### src/rtl/serial_subtractor_pkg.sv
// Shared definitions for the bit-serial subtractor: FSM encoding and counter sizing.
package serial_subtractor_pkg;

  typedef enum logic [1:0] {
    IDLE  = 2'd0,
    SHIFT = 2'd1,
    DONE  = 2'd2
  } state_t;

  function automatic int unsigned clog2(input int unsigned v);
    int unsigned r;
    r = 0;
    for (longint unsigned p = 1; p < longint'(v); p = p * 2) r++;
    return r;
  endfunction

  // Bit counter needs at least one bit even when n == 1.
  function automatic int unsigned cnt_width(input int unsigned v);
    return (v > 1) ? clog2(v) : 1;
  endfunction

endpackage

### src/rtl/serial_subtractor_if.sv
// Start/busy/done handshake and operand/result bus for the serial subtractor.
interface serial_subtractor_if #(
  parameter int unsigned n = 16
);
  logic         start;
  logic [n-1:0] a;
  logic [n-1:0] b;
  logic [n-1:0] diff;
  logic         borrow_out;
  logic         busy;
  logic         done;

  modport master (output start, a, b, input diff, borrow_out, busy, done);
  modport slave  (input start, a, b, output diff, borrow_out, busy, done);
endinterface

### src/rtl/serial_subtractor_full_adder.sv
// One-bit full-adder cell; purely combinational.
module full_adder (
  input  logic a,
  input  logic b,
  input  logic ci,
  output logic sum_c,
  output logic carry_c
);
  assign sum_c   = a ^ b ^ ci;
  assign carry_c = (a & b) | (a & ci) | (b & ci);
endmodule

### src/rtl/serial_subtractor.sv
// Bit-serial a - b, LSB first, through one full-adder cell with inverted b and
// carry-in forced to 1; start/busy/done handshake, results held until next completion.
module serial_subtractor
  import serial_subtractor_pkg::*;
#(
  parameter int unsigned n = 16
) (
  input logic                clk,
  input logic                rst_n,
  serial_subtractor_if.slave bus
);

  localparam int unsigned CW = cnt_width(n);

  state_t          state, state_next;
  logic [n-1:0]    sa, sb, sr, sr_shift;
  logic            c, c_next, s_bit;
  logic [CW-1:0]   cnt;
  logic            last;
  logic [n-1:0]    diff_q;
  logic            borrow_q, busy_q, done_q;

  full_adder u_fa (
    .a       (sa[0]),
    .b       (~sb[0]),
    .ci      (c),
    .sum_c   (s_bit),
    .carry_c (c_next)
  );

  assign last = (cnt == CW'(n - 1));

  // Result register shifts right, new bit enters at the MSB.
  always_comb begin
    sr_shift        = sr >> 1;
    sr_shift[n-1]   = s_bit;
  end

  // Next-state logic.
  always_comb begin
    state_next = state;
    case (state)
      IDLE:    if (bus.start) state_next = SHIFT;
      SHIFT:   if (last) state_next = DONE;
      DONE:    state_next = IDLE;
      default: state_next = IDLE;
    endcase
  end

  always_ff @(posedge clk or negedge rst_n) begin
    if (!rst_n) state <= IDLE;
    else        state <= state_next;
  end

  // Datapath and registered handshake outputs.
  always_ff @(posedge clk or negedge rst_n) begin
    if (!rst_n) begin
      sa       <= '0;
      sb       <= '0;
      sr       <= '0;
      c        <= 1'b0;
      cnt      <= '0;
      diff_q   <= '0;
      borrow_q <= 1'b0;
      busy_q   <= 1'b0;
      done_q   <= 1'b0;
    end else begin
      busy_q <= (state_next == SHIFT);
      done_q <= (state_next == DONE);
      case (state)
        IDLE: begin
          if (bus.start) begin
            sa  <= bus.a;
            sb  <= bus.b;
            c   <= 1'b1;
            cnt <= '0;
          end
        end
        SHIFT: begin
          sa  <= sa >> 1;
          sb  <= sb >> 1;
          sr  <= sr_shift;
          c   <= c_next;
          cnt <= cnt + CW'(1);
          if (last) begin
            diff_q   <= sr_shift;
            borrow_q <= ~c_next;
          end
        end
        default: ;
      endcase
    end
  end

  assign bus.diff       = diff_q;
  assign bus.borrow_out = borrow_q;
  assign bus.busy       = busy_q;
  assign bus.done       = done_q;

endmodule

### src/flat_wrapper.sv
// flat-port wrapper written by rule: the top's interface ports become plain ports
module serial_subtractor_flat import serial_subtractor_pkg::*;
#(
  parameter int unsigned n = 16
)
  (clk, rst_n, bus_start, bus_a, bus_b, bus_diff, bus_borrow_out, bus_busy, bus_done);
  serial_subtractor_if #(.n(n)) bus_i ();
  input logic clk;
  input logic rst_n;
  input wire logic [$bits(bus_i.start)-1:0] bus_start;
  input wire logic [$bits(bus_i.a)-1:0] bus_a;
  input wire logic [$bits(bus_i.b)-1:0] bus_b;
  output wire logic [$bits(bus_i.diff)-1:0] bus_diff;
  output wire logic [$bits(bus_i.borrow_out)-1:0] bus_borrow_out;
  output wire logic [$bits(bus_i.busy)-1:0] bus_busy;
  output wire logic [$bits(bus_i.done)-1:0] bus_done;
  assign bus_i.start = bus_start;
  assign bus_i.a = bus_a;
  assign bus_i.b = bus_b;
  assign bus_diff = bus_i.diff;
  assign bus_borrow_out = bus_i.borrow_out;
  assign bus_busy = bus_i.busy;
  assign bus_done = bus_i.done;
  serial_subtractor #(.n(n)) u_core (.clk(clk), .rst_n(rst_n), .bus(bus_i));
endmodule
### config.mk
export PLATFORM = sky130hd
export DESIGN_NAME = serial_subtractor_flat
export DESIGN_NICKNAME = d
export VERILOG_FILES = /design/src/rtl/serial_subtractor_pkg.sv /design/src/rtl/serial_subtractor_if.sv /design/src/rtl/serial_subtractor_full_adder.sv /design/src/rtl/serial_subtractor.sv /design/src/flat_wrapper.sv
export SDC_FILE = /design/constraint.sdc
export NUM_CORES = 1
export LEC_CHECK = 0
export CAP_MARGIN = 20
export CELL_PAD_IN_SITES_DETAIL_PLACEMENT = 1
export CELL_PAD_IN_SITES_GLOBAL_PLACEMENT = 2
export CORE_MARGIN = 5
export CORE_UTILIZATION = 40
export DETAILED_ROUTE_END_ITERATION = 10
export DONT_BUFFER_PORTS = 1
export PLACE_DENSITY = 0.89
export SYNTH_ARGS = -nofsm -noshare
export SYNTH_HDL_FRONTEND = slang
export SYNTH_SLANG_ARGS = --single-unit
export TNS_END_PERCENT = 50
### constraint.sdc
create_clock -name clk -period 1.8 [get_ports clk]
set_input_delay 0.18 -clock clk [delete_from_list [all_inputs] [get_ports clk]]
set_output_delay 0.18 -clock clk [all_outputs]
set_load 0.03 [all_outputs]
==> results_dict.tcl, run 1 <==
set metrics [dict create \
    ys_warn_count 0 \
    die_area_sq_mm 0.00952 \
    setup_violations 0 \
    status "complete, but fails checks" \
    grt_overflow 0 \
    synthAdderAreaFrac 0.0106 \
    wl_mm 6.59 \
    htree_levels 3 \
    synth_simple_gate_area_frac 0.130 \
    vdd_drop_max_uv 576 \
    fin_ws_ns 0.139 \
    firstDrtPassIters 4 \
    synth-compound-area-share 0.156 \
    drc 0 \
    fillCellCount 848 \
    root_buffer "clkbuf_8" \
    hold_path.class "primary input to asynchronous set/reset pin" \
    syn-num-nets 315 \
    clockBufferDepth 2 \
    drt_iter0_drc 55 \
    antenna_found_initial 0 \
    syn_inst 278 \
    dp_slack_ns 0.114 \
    cts_made_buffers 9 \
    dr_wl_met2_mm 2.99 \
    cp_max_fo 17 \
    synth_edf_count 0 \
    core_sq_mm 0.00761 \
    synth_top_family_by_area "compound AO/OA/AOI/OAI gates" \
    multiInputGateArea_sq_mm 0.00114 \
    hold_viol 73 \
    violations "negative hold slack" \
    grtUsageTotal 0.147 \
    yosysSeqAreaShare 0.596 \
    layout.nets 314 \
    syn_to_final_growth_pct 9.47 \
    period_share 0.923 \
    ios 54 \
    cp-start-kind "register" \
    p_leak_nw 1.49 \
    cp.arrival_ns 1.89 \
    ys_async_sr_fraction 1.00 \
    met1Wirelength_mm 3.08 \
    worst_path_largest_cell_delay_ns 0.39 \
    ant_nets 0 \
    holdWs_ns -0.479 \
    die_width_um 97.6 \
    syn_area_sq_mm 0.00307 \
    path_class "register to register" \
    finalSetupTns_ns 0 \
    regArea_sq_mm 0.00183 \
    vias 2039 \
    grt_setup_unrepaired "no" \
    power.density_mw_per_mm2 1880 \
    synth_xor_area_frac 0 \
    grt_pass1_wl_mm 11.4 \
    wl_met3_um 416 \
    max_cap_violations 0 \
    grt_max_degree 74 \
    crit_buf_inv 0 \
    clock_latency_ns 0.35 \
    drive_above_1_share 0.163 \
    cts_tree "yes" \
    num_rows 32 \
    start_util 0.403 \
    syn-mean-instance-area_sq_um 11.0 \
    numPortBuffers 0 \
    cp_top_family "simple AND/OR/NAND/NOR gates" \
    ys_seq_elements 73 \
    topRoutingLayerUsed "met4" \
    cp_cell_sequence "ha_1, nand3_4, nor2_8, mux2_2" \
    wl_per_cell_um 17.2 \
    synthMuxAreaShare 0.0730 \
    skew_ns 0.00478 \
    vias_per_cell 5.31 \
    synthFlopType "dfrtp_1" \
    finalCriticalPeriod_ns 1.66 \
    dpl.hpwl_mm 4.25 \
    cp.required_ns 2.03 \
    max_slew_margin 0.767 \
    path_clk_slew_ns 0.08 \
    synth_cell_types 30 \
    end_kind "register" \
    max_freq_ghz 0.602 \
    cts.sinks 73 \
    cts_setup_buffers 0 \
    grt_pass1_vias 2242 \
    die_h_um 97.6 \
    place_congestion 0.726 \
    cpMaxStageDelayCell "dfrtp_1" \
    tightest_slew_ns 0.350 \
    drv_slew 0 \
    diodes 0 \
]
## repair_timing
action	in CTS	in global routing
hold endpoints to repair	73	73
gates resized for setup	0	0
setup endpoints to repair	0	0
## area by class of cell
class,instances,share of cell area
Sequential cell,73,0.544
Multi-Input combinational cell,185,0.339
Tap cell,102,0.0380
Clock buffer,9,0.0369
Clock inverter,7,0.0212
Timing Repair Buffer,7,0.0194
Inverter,1,0.00112
## flip-flops by register name (all words and copies together), names as in the netlist
signal	flops
u_core.c	1
u_core.sr	15
u_core.sa	16
u_core.state	2
u_core.bus.busy	1
u_core.bus.diff	16
u_core.sb	16
u_core.bus.borrow_out	1
u_core.cnt	4
u_core.bus.done	1
## synth_stat cells (all sizes together), types with 2 or more instances
master / count / area share
a21oi: 3 / 0.0049
a22o: 2 / 0.0061
a22oi: 30 / 0.073
a41oi: 2 / 0.0057
buf: 14 / 0.028
clkbuf: 5 / 0.0061
dfrtp: 73 / 0.60
mux2: 16 / 0.070
nand2: 77 / 0.094
nand2b: 3 / 0.0069
nor2: 4 / 0.010
nor2b: 5 / 0.010
o21ai: 33 / 0.054
## cell usage in the layout (no fill, tap or decap), types with 2 or more instances in the layout
| cell type | synthesis | routed |
|---|---|---|
| nand2_1 | 77 | 77 |
| clkbuf_8 | 0 | 9 |
| dfrtp_1 | 73 | 73 |
| o21ai_1 | 8 | 8 |
| buf_4 | 0 | 6 |
| a22oi_1 | 30 | 30 |
| a41oi_1 | 2 | 2 |
| mux2_4 | 9 | 9 |
| mux2_2 | 7 | 7 |
| clkinv_2 | 0 | 2 |
| a21oi_1 | 3 | 3 |
| o21ai_0 | 25 | 25 |
| nor2b_1 | 5 | 4 |
| clkinvlp_4 | 0 | 3 |
| nand2b_1 | 2 | 2 |
| nor2_1 | 3 | 3 |
## routing by layer
metal  vias up  track usage
met5         -            0
met4         0       0.0607
met3        12       0.0481
met2        50        0.212
met1      1016        0.201
li1        961            -
## per-stage QoR
stage,hold WS [ns],power [mW],instances,area (sq um),util
after detailed placement,-0.114,5.14,368,3160,0.416
after global routing,-0.513,6.82,384,3360,0.441
after global placement,-0.114,5.01,368,3160,0.416
after floorplan,-0.116,4.60,278,3070,-
after CTS,-0.500,6.42,384,3360,0.441
final,-0.479,6.32,384,3360,0.441
## kinds of logic after synthesis
| family | Yosys count |
|---|---|
| buffers and inverters | 20 |
| muxes | 17 |
| and+or+nand+nor | 91 |
| adders and majority gates | 2 |
| AOI/OAI and AO/OA | 75 |
| DFF | 73 |
## power by group
part,internal [mW],leakage [nW],switching (mW)
Sequential,2.35,0.938,0.893
Combinational,0.859,0.465,0.955
Clock,0.636,0.0912,0.629
Total,3.85,1.49,2.48
## path summary, 6_finish.rpt
| check | from | to | slack, ns | depth (start not counted) |
|---|---|---|---|---|
| min in group clk | bus_a[9] | u_core.sa[9]$_DFFE_PN0P_ | 0.02 | 2 |
| hold reg to reg | u_core.sa[1]$_DFFE_PN0P_ | u_core.sa[1]$_DFFE_PN0P_ | 0.49 | 2 |
| setup / recovery | u_core.cnt[0]$_DFFE_PN0P_ | u_core.bus.diff[1]$_DFFE_PN0P_ | 0.14 | 4 |
| max in group asynchronous | rst_n | u_core.sa[6]$_DFFE_PN0P_ | 2.18 | 0 |
| setup reg to reg | u_core.cnt[0]$_DFFE_PN0P_ | u_core.bus.diff[1]$_DFFE_PN0P_ | 0.14 | 4 |
| hold / removal | rst_n | u_core.sr[6]$_DFFE_PN0P_ | -0.48 | 0 |
Note: power is estimated with default switching activity, not from simulation.
==> inputs of run 2 (changes only) <==
- REMOVE_ABC_BUFFERS: default -> 1
- clock period: 1.8 -> 1.7 ns (I/O delays scaled with it)
==> run 2 against run 1 <==
Effect of this change:
- the run still ends with negative hold slack left
- count of clock-buffer cells in the layout stayed put
- critical path depth grew 1
- first-iteration DRC count down 3.6%
- final area rose by 2.9%
- clock skew is 0.0074 ns higher
- critical path type unchanged
- largest cell class unchanged
- highest routed layer unchanged
==> results_dict.tcl, run 2 (synthesis results as in run 1) <==
set metrics [dict create \
    dp_slack_ns 0.0218 \
    power.density_mw_per_mm2 2030 \
    dr_wl_met2_mm 3.12 \
    cts_tree "yes" \
    worst_path_largest_cell_delay_ns 0.39 \
    drt_iter0_drc 53 \
    path_clk_slew_ns 0.08 \
    clockBufferDepth 2 \
    firstDrtPassIters 5 \
    holdWs_ns -0.485 \
    die_area_sq_mm 0.00952 \
    grt_pass1_vias 2278 \
    wl_per_cell_um 17.1 \
    start_util 0.403 \
    setup_violations 0 \
    wl_met3_um 585 \
    wl_mm 6.64 \
    grt_pass1_wl_mm 11.4 \
    drv_slew 0 \
    period_share 0.926 \
    cp_cell_sequence "ha_1, nand3_4, nor2_8, buf_12, mux2_2" \
    max_freq_ghz 0.635 \
    die_width_um 97.6 \
    tightest_slew_ns 0.337 \
    netSwitchingFraction 0.373 \
    switchingPower_mw 2.62 \
    clkPwrFrac 0.234 \
    cts_made_buffers 9 \
    antenna_found_initial 0 \
    grtUsageTotal 0.147 \
    vias_per_cell 5.32 \
    cp_max_fo 12 \
    fin_ws_ns 0.126 \
    numPortBuffers 0 \
    die_h_um 97.6 \
    skew_ns 0.0122 \
    final_area_sq_mm 0.00345 \
    seqPwrFrac 0.487 \
    hold_path.class "primary input to asynchronous set/reset pin" \
    cp.arrival_ns 1.80 \
    cp.required_ns 1.93 \
    cts.sinks 73 \
    dpl.hpwl_mm 4.32 \
    drc 0 \
    ant_nets 0 \
    syn_to_final_growth_pct 12.6 \
    finalCriticalPeriod_ns 1.57 \
    diodes 0 \
    grt_max_degree 74 \
    clock_latency_ns 0.34 \
    dpl_cell_area_sq_mm 0.00318 \
    htree_levels 3 \
    met1Wirelength_mm 2.89 \
    ios 54 \
    end_kind "register" \
    vias 2071 \
    max_cap_violations 0 \
    drive_above_1_share 0.178 \
    cp-start-kind "register" \
    root_buffer "clkbuf_8" \
    p_leak_nw 1.54 \
    topRoutingLayerUsed "met4" \
    core_sq_mm 0.00761 \
    grt_overflow 0 \
    num_rows 32 \
    cpMaxStageDelayCell "dfrtp_1" \
    hold_viol 73 \
    status "complete, but fails checks" \
    internal_power_mw 4.40 \
    vdd_drop_max_uv 773 \
    max_slew_margin 0.776 \
    comb_power_share 0.279 \
    final_common_cell "nand2_1" \
    violations "negative hold slack" \
    path_class "register to register" \
    grt_setup_unrepaired "no" \
    final_cell_mix "nand2_1, dfrtp_1, a22oi_1" \
    layout.nets 319 \
    place_congestion 0.675 \
]
-- run 2: changes by cell type in the layout (fill, tap and decap cells not counted) --
cell and delta:
buf_12 +1, buf_4 +4, bufinv_16 +2, clkinv_2 -1
clkinvlp_4 -1
-- run 2: what timing repair did --
item                                   in CTS  in global routing
setup buffers                               0                  3
resized for setup                           0                  0
endpoints found under the hold margin      73                 73
setup endpoints to repair                   0                 15
-- run 2: worst max-delay path, delay by kind of cell (launching register included) --
family,cells,cell delay (ns)
fa+ha+maj,1,0.29
buf+inv,1,0.16
flops,1,0.39
mux,1,0.34
simple gates,2,0.28
-- run 2: path summary, 6_finish.rpt --
kind / startpoint / slack, ns / end / cells past startpoint
setup / recovery: u_core.cnt[0]$_DFFE_PN0P_ / 0.13 / u_core.bus.diff[1]$_DFFE_PN0P_ / 5
hold / removal: rst_n / -0.48 / u_core.bus.diff[0]$_DFFE_PN0P_ / 0
setup reg to reg: u_core.cnt[0]$_DFFE_PN0P_ / 0.13 / u_core.bus.diff[1]$_DFFE_PN0P_ / 5
hold reg to reg: u_core.sa[5]$_DFFE_PN0P_ / 0.49 / u_core.sa[5]$_DFFE_PN0P_ / 2
max in group asynchronous: rst_n / 2.07 / u_core.sb[15]$_DFFE_PN0P_ / 0
min in group clk: bus_a[7] / 0.03 / u_core.sa[7]$_DFFE_PN0P_ / 2
-- run 2: power groups by stage --
stage / sequential [mW] / combinational (mW) / clock [mW]
final: 3.42 / 1.96 / 1.64
after global routing: 3.53 / 2.23 / 1.77
after detailed placement: 3.47 / 1.97 / 0
after floorplan: 3.37 / 1.37 / 0
after CTS: 3.44 / 1.97 / 1.69
after global placement: 3.43 / 1.86 / 0
-- run 2: final cells by class --
cell class | count | area, sq um
multi-input combinational | 185 | 1140
clock inverter | 7 | 119
sequential | 73 | 1830
inverter | 1 | 3.75
timing repair buffer | 12 | 115
clock buffer | 9 | 124
fill | 843 | 4150
tap | 102 | 128
-- run 2: per-stage QoR --
step           power (mW)  hold slack [ns]  instances  setup TNS [ns]  utilization
6_report             7.02           -0.485        389               0        0.454
5_1_grt              7.53           -0.521        389               0        0.454
4_1_cts              7.11           -0.502        386               0        0.450
3_5_place_dp         5.44           -0.124        370               0        0.418
3_3_place_gp         5.28           -0.123        370               0        0.418
2_1_floorplan        4.74           -0.126        259          -30.26            -
-- run 2: routing by layer --
| metal | GRT usage | up-vias |
|---|---|---|
| met1 | 0.186 | 1044 |
| met2 | 0.227 | 53 |
| met5 | 0 | - |
| met3 | 0.0754 | 4 |
| met4 | 0.0288 | 0 |
| li1 | - | 970 |
==> inputs of run 3 (changes only) <==
- CELL_PAD_IN_SITES_DETAIL_PLACEMENT: 1 -> 2
==> run 3 against run 2 <==
Effect of this change:
- the flow still finishes with violations (negative hold slack)
- hold slack lost 0.0021 ns
- count of clock-buffer cells in the layout grew 1
- sequential power is essentially flat
==> results_dict.tcl, run 3 (synthesis results as in run 1) <==
set metrics [dict create \
    drive_above_1_share 0.174 \
    vias 2150 \
    cts_tree "yes" \
    wl_mm 7.35 \
    dpl.hpwl_mm 4.96 \
    skew_ns 0.00987 \
    cp-start-kind "register" \
    num_rows 32 \
    reg2reg_to "u_core.bus.diff[12]$_DFFE_PN0P_" \
    drt_iter0_drc 49 \
    grt_overflow 0 \
    core_sq_mm 0.00761 \
    htree_levels 3 \
    grt_max_degree 74 \
    grt_pass1_vias 2452 \
    root_buffer "clkbuf_8" \
    cp.arrival_ns 1.87 \
    ios 54 \
    dpl_cell_area_sq_mm 0.00318 \
    grtUsageTotal 0.164 \
    path_class "register to register" \
    holdWs_ns -0.487 \
    p_leak_nw 1.52 \
    firstDrtPassIters 4 \
    grt_pass1_wl_mm 12.4 \
    finalCriticalPeriod_ns 1.64 \
    syn_to_final_growth_pct 10.8 \
    violations "negative hold slack" \
    power_mw 6.63 \
    vias_per_cell 5.51 \
    max_freq_ghz 0.610 \
    numPortBuffers 0 \
    final_area_sq_mm 0.00340 \
    max_slew_margin 0.771 \
    wl_per_cell_um 18.8 \
    path_clk_slew_ns 0.08 \
    place_congestion 0.675 \
    setup_violations 0 \
    start_util 0.403 \
    die_h_um 97.6 \
    cp_max_fo 5 \
    end_kind "register" \
    die_width_um 97.6 \
    power.density_mw_per_mm2 1950 \
    r2r-start "u_core.cnt[0]$_DFFE_PN0P_" \
    cts.sinks 73 \
    diodes 0 \
    tightest_slew_ns 0.344 \
    vdd_drop_max_uv 786 \
    rr_worst_depth 5 \
    cts_made_buffers 9 \
    final_common_cell "nand2_1" \
    die_area_sq_mm 0.00952 \
    antenna_found_initial 0 \
    status "complete, but fails checks" \
    timing.reg2reg.setup_slack_ns 0.06 \
    final_cell_mix "nand2_1, dfrtp_1, a22oi_1" \
    clockBufferDepth 2 \
    ctsResizeCount 0 \
    max_cap_violations 0 \
    clock_latency_ns 0.34 \
    hold_viol 73 \
    cp.required_ns 1.93 \
    drc 0 \
    fillCellCount 792 \
    hold_path.class "primary input to asynchronous set/reset pin" \
    period_share 0.964 \
    ant_nets 0 \
    cts_hold_buffers 1 \
    drv_slew 0 \
    layout.nets 320 \
]
[run 3: cell types whose count changed in the layout (fill, tap and decap cells not counted), sizes merged]
cell and delta:
clkinv +2, dlygate4sd3 +1, clkbuf +1, bufinv -3
[run 3: worst max-delay path by stage]
stage               slack, ns                              end                 startpoint
finish                   0.06  u_core.bus.diff[12]$_DFFE_PN0P_  u_core.cnt[0]$_DFFE_PN0P_
global route           -0.004  u_core.bus.diff[14]$_DFFE_PN0P_  u_core.cnt[0]$_DFFE_PN0P_
CTS                      0.02   u_core.bus.diff[0]$_DFFE_PN0P_  u_core.cnt[0]$_DFFE_PN0P_
detailed placement      0.009   u_core.bus.diff[3]$_DFFE_PN0P_  u_core.cnt[0]$_DFFE_PN0P_
global placement         0.09   u_core.bus.diff[5]$_DFFE_PN0P_  u_core.cnt[0]$_DFFE_PN0P_
floorplan               -0.70        u_core.cnt[2]$_DFFE_PN0P_  u_core.state[0]$_DFF_PN0_
[run 3: report_power, final]
group	switching [mW]	total, mW	leakage (nW)	internal, mW
combinational	1.07	2.02	0.497	0.953
clock	0.644	1.16	0.0818	0.519
sequential	0.954	3.44	0.938	2.49
total	2.66	6.63	1.52	3.96
[run 3: routing by layer]
metal / routed length (um) / share of wire / vias up / track usage
met3: 522 / 0.071 / 11 / 0.0610
met1: 3100 / 0.42 / 1113 / 0.194
li1: - / - / 972 / -
met4: 126 / 0.017 / 0 / 0.0703
met2: 3600 / 0.49 / 54 / 0.266
met5: 0 / 0 / - / 0
[run 3: final cells by class]
| type | instances | area [sq um] | area share |
|---|---|---|---|
| clock buffer | 10 | 128 | 0.0376 |
| tap | 102 | 128 | 0.0376 |
| inverter | 1 | 3.75 | 0.00110 |
| timing repair buffer | 13 | 138 | 0.0405 |
| multi-input combinational | 185 | 1140 | 0.335 |
| clock inverter | 6 | 35.0 | 0.0103 |
| sequential | 73 | 1830 | 0.538 |
[run 3: worst max-delay path, stage by stage, from the launching register on]
cell	delay, ns
dfrtp_1	0.39
ha_1	0.29
nand3_4	0.15
nor2_8	0.19
buf_4	0.20
mux2_4	0.31
[run 3: metrics by stage]
step	setup TNS, ns	util	hold slack [ns]	setup WS, ns	instances
floorplan	-30.26	-	-0.126	-0.704	259
global placement	0	0.418	-0.123	0.0885	370
detailed placement	0	0.418	-0.124	0.00899	370
CTS	0	0.440	-0.511	0.0172	387
global route	-0.00946	0.447	-0.521	-0.00390	390
finish	0	0.447	-0.487	0.0606	390
[run 3: timing repair]
item                                    in CTS  in global routing
hold endpoints to repair                    74                 73
pin swaps                                    1                  1
buffers inserted                             0                  3
endpoints found under the setup margin       2                 13
